**src/rtl/fetch_unit.sv**
```systemverilog
// rtl/fetch_unit.sv - RV32I fetch front end: start latch, PC and DEPTH-entry {instr, pc} queue.
// Optional misaligned-redirect trap enabled by FETCH_MISALIGN_TRAP_EN.
module fetch_unit #(
    parameter int                    DATA_WIDTH = 32,
    parameter int                    DEPTH      = 4,
    parameter logic [DATA_WIDTH-1:0] RESET_PC   = '0
) (
    input  logic                         clk,
    input  logic                         rst,
    input  logic                         trigger_i,
    input  logic                         redirect_i,
    input  logic [DATA_WIDTH-1:0]        redirect_pc_i,
    output logic [DATA_WIDTH-1:0]        imem_addr_o,
    input  logic [DATA_WIDTH-1:0]        imem_instr_i,
    output logic                         valid_o,
    input  logic                         ready_i,
    output logic [DATA_WIDTH-1:0]        instr_o,
    output logic [DATA_WIDTH-1:0]        pc_o,
    output logic [DATA_WIDTH-1:0]        pc_plus_4_o,
    output logic                         running_o,
    output logic                         misalign_o,
    output logic [$clog2(DEPTH):0]       count_o
);

    localparam int AW = $clog2(DEPTH);
    localparam int CW = AW + 1;

    logic [DATA_WIDTH-1:0] instr_q [DEPTH];
    logic [DATA_WIDTH-1:0] pc_q    [DEPTH];
    logic [AW-1:0]         head;
    logic [AW-1:0]         tail;
    logic [CW-1:0]         count;
    logic [DATA_WIDTH-1:0] pc;
    logic                  running;
    logic                  halted;
    logic                  misalign;

    logic                  pop;
    logic                  push;
    logic                  trap_hit;
    logic [DATA_WIDTH-1:0] target;

`ifdef FETCH_MISALIGN_TRAP_EN
    assign target   = redirect_pc_i;
    assign trap_hit = redirect_i & (redirect_pc_i[1:0] != 2'b00);
`else
    // Low two bits are dropped so a misaligned target lands on the enclosing word.
    assign target   = redirect_pc_i & ~DATA_WIDTH'(3);
    assign trap_hit = 1'b0;
`endif

    assign valid_o     = (count != '0) & ~redirect_i;
    assign pop         = valid_o & ready_i;
    assign push        = running & ~redirect_i & ~halted & ((count < CW'(DEPTH)) | pop);

    assign imem_addr_o = pc;
    assign instr_o     = instr_q[head];
    assign pc_o        = pc_q[head];
    assign pc_plus_4_o = pc_q[head] + DATA_WIDTH'(4);
    assign running_o   = running;
    assign misalign_o  = misalign;
    assign count_o     = count;

    always_ff @(posedge clk or negedge rst) begin
        if (!rst) begin
            running  <= 1'b0;
            halted   <= 1'b0;
            misalign <= 1'b0;
        end else begin
            if (trigger_i) running <= 1'b1;
            if (trap_hit) begin
                halted   <= 1'b1;
                misalign <= 1'b1;
            end
        end
    end

    always_ff @(posedge clk or negedge rst) begin
        if (!rst) begin
            pc    <= RESET_PC;
            head  <= '0;
            tail  <= '0;
            count <= '0;
        end else if (redirect_i) begin
            pc    <= target;
            head  <= '0;
            tail  <= '0;
            count <= '0;
        end else begin
            if (push) begin
                pc   <= pc + DATA_WIDTH'(4);
                tail <= tail + AW'(1);
            end
            if (pop) head <= head + AW'(1);
            // Push and pop together leave occupancy unchanged, including when full.
            if (push && !pop)      count <= count + CW'(1);
            else if (pop && !push) count <= count - CW'(1);
        end
    end

    always_ff @(posedge clk or negedge rst) begin
        if (!rst) begin
            for (int i = 0; i < DEPTH; i++) begin
                instr_q[i] <= '0;
                pc_q[i]    <= '0;
            end
        end else if (push) begin
            instr_q[tail] <= imem_instr_i;
            pc_q[tail]    <= pc;
        end
    end

endmodule

```
**config.mk**
```make
export PLATFORM = sky130hd
export DESIGN_NAME = fetch_unit
export DESIGN_NICKNAME = d
export VERILOG_FILES = /design/src/rtl/fetch_unit.sv
export SDC_FILE = /design/constraint.sdc
export NUM_CORES = 1
export LEC_CHECK = 0
export CORE_MARGIN = 2
export CORE_UTILIZATION = 55
export CTS_BUF_LIST = sky130_fd_sc_hd__clkbuf_4
export DETAILED_ROUTE_END_ITERATION = 8
export DONT_BUFFER_PORTS = 1
export PLACE_DENSITY = 0.74
export SLEW_MARGIN = 20
export SYNTH_ARGS = -nofsm -noshare
export SYNTH_HDL_FRONTEND = slang
export SYNTH_SLANG_ARGS = --single-unit
```
**constraint.sdc**
```tcl
create_clock -name clk -period 4.3 [get_ports clk]
set_clock_uncertainty 0.15 [all_clocks]
set_input_delay 0.43 -clock clk [delete_from_list [all_inputs] [get_ports clk]]
set_output_delay 0.43 -clock clk [all_outputs]
set_load 0.03 [all_outputs]
```
==> metrics.txt <==
status=finished, violations left; failing checks=hold timing; Slew Viols, Final=0; Peak VDD IR=0.000465 V; drt initial violations=407; synthesis-to-layout area growth=15.1%; reg2reg start=count_o[2]; end of the worst register-to-register path=pc_q[121]; Hold WS=-0.685 ns; buffers added on ports=0; NumNets Final=1139; CTS Sinks=286; Worst R2R Path Depth=7; H-tree depth=3; post-route cell area=15500 sq um; final worst slack=0.251 ns; ys async rst share=1.00; Core ar.=24200 sq um; Main synth FF type=dfrtp_1; Overflow after GRT=0; post-detailed-route count of antenna-violating nets=0; CP max-delay cell=dfrtp_4; Hold Vio Cnt, Final=286; cell mode on critical path=buf_4; CP Capture Type=output port; Clock Tree Root=clkbuf_4; CTS tree=built; reg2reg setup slack=1.28 ns; post-synth top area share=0.532; top cell family by delay on the critical path=simple AND/OR/NAND/NOR gates; Worst Max-Slew Pin Slew=1.02 ns; fmax=247 MHz; Area after DPL=13900 sq um; Total Power=11.8 mW; Die H=160 microns; gr usage total=0.244; CP max stage delay=0.62 ns; Clock Latency Late Sink=0.67 ns; RSZ-0062 raised after global routing=false; drt wl/cell=21.5 microns; ratio of cells with drive above 1 in the final layout=0.425; Stages on worst setup path=8; TNS Setup=0 ns; Yosys cell types=43; initial antenna violation count=2; clock transition at the registers of the reported paths=0.07 ns; crit path max fanout=15; vias per cell=5.87; Synthesis Warnings=0; CTS buffer count=76; total wire length=30700 microns; vias in the first global route=8892; largest net degree at the start of global routing=287; synth top area cells=dfrtp_1, mux2_2, mux4_2, xnor2_1, mux4_1; CP startpoint kind=flip-flop; setup violators final=0; Starting Density=0.557; Buf/Inv on CP=3; Hold Crit Class=in2async; GP Congestion=0.790; first-pass GRT wire length=49200 microns; Synth Instances=940; worst rel slew slack=0.322; Syn Area/Cell=14.3 sq um; MaxCap Viol Count=0; Pleak=6.70 nW; FF+latch count, synth=286; critical path startpoint=head[0]; DIE WIDTH=160 microns; Residual DRC=0; die area=25700 sq um; num rows=57; Ports=203; leading cell types by count after synthesis=dfrtp_1, mux2_2, nand2_1, mux4_2, buf_2; Mapped Area=13500 sq um; critical path class=reg2out; pre-CTS WS=0.650 ns; Worst Path Required=3.72 ns; CTS max path bufs=3; Post-CTS Hold Buffers=67; pwr/cell area=761 nW/um^2; 1st-pass router iterations=5; final critical-path required period=4.05 ns; Post-synth EDFFs=0; worst path cell trace=buf_4 -> mux4_1 -> nand3_1 -> nor4_4 -> buf_4 -> nand4_1 -> xnor2_1 -> buf_4; top-count cell post-synth=dfrtp_1; post-DP HPWL=18500 microns; Synth area leader=dfrtp_1; Final period util=0.942; sequential cell area fraction in the yosys report=0.532; DR vias=8414; crit path DAT=3.47 ns
## power breakdown
part	switching [mW]	leakage, nW	internal, mW	total [mW]
clock network	1.06	0.538	1.21	2.27
logic	2.71	2.67	2.13	4.84
registers	0.783	3.49	3.89	4.67
total	4.55	6.70	7.22	11.8
## worst max-delay path by stage
stage,slack [ns],to
6_report,0.25,pc_plus_4_o[31]
5_1_grt,0.03,pc_plus_4_o[16]
4_1_cts,0.008,pc_plus_4_o[31]
3_5_place_dp,0.65,pc_plus_4_o[26]
3_3_place_gp,0.69,pc_plus_4_o[22]
2_1_floorplan,1.24,pc_plus_4_o[26]
## worst reg2reg max path, delay by kind of cell, from the launching register on
| family | cells | cell delay [ns] |
|---|---|---|
| flops | 1 | 0.55 |
| compound gates | 1 | 0.09 |
| simple gates | 2 | 1.02 |
| mux | 1 | 0.31 |
| buf+inv | 3 | 0.74 |
## cell usage in the layout (no fill, tap or decap), types with 4 or more instances in the layout
master and n:
dlygate4sd3_1 66, and2_1 5, and3_1 14, nor2_1 15, conb_1 7, nor3_1 4, dfrtp_1 284, nand4_1 23
ha_1 6, nand3_1 25, xnor2_1 31, nand2_1 52, clkinv_1 9, mux4_1 6, clkbuf_4 109, xor2_1 22
mux4_2 56, or4_1 5, buf_4 35, inv_1 13, nand2_4 4, o21ai_0 25, mux2_2 249
## per-stage QoR
| step | util | instances |
|---|---|---|
| global route | 0.640 | 1433 |
| global placement | 0.574 | 1241 |
| finish | 0.640 | 1433 |
| CTS | 0.640 | 1430 |
| floorplan | - | 946 |
| detailed placement | 0.574 | 1241 |
## state kept, by name, summed over array words and instances (netlist names)
name	flops
instr_q	128
pc_q	120
imem_addr_o	30
count_o	3
head	2
tail	2
running_o	1
## layer usage
layer  GRT usage  vias up  share of wire
li1            -     3724              -
met1       0.325     4358           0.42
met2       0.392      270           0.49
met3      0.0651       62          0.058
met4      0.0868        0          0.024
met5           0        -              0
## kinds of logic (layout without fill, tap and decap cells)
group	count (synthesis)	in the layout	share of synthesized area
xor+xnor	53	53	0.0345
other cells	1	9	0.000279
buf+inv	79	240	0.0295
mux	313	313	0.316
fa+ha+maj	7	7	0.00707
flops	286	286	0.532
simple gates	163	163	0.0641
compound gates	38	38	0.0163
## repair_timing
| item | in CTS | in global routing |
|---|---|---|
| resized for setup | 1 | 5 |
| endpoints found under the hold margin | 452 | 286 |
| gates cloned | 0 | 0 |
| buffers inserted | 0 | 1 |
| pin swaps | 0 | 1 |
| setup endpoints to repair | 8 | 13 |
## area by class of cell
class | count | area, sq um
inverters | 13 | 48.8
clock inverters | 13 | 78.8
fillers | 1769 | 8690
multi-input cells | 581 | 5950
flip-flops and latches | 286 | 7160
repair buffers | 105 | 1010
diodes | 2 | 5.00
clock buffers | 109 | 818
well taps | 324 | 405
Power figures use the tool's default switching activity.
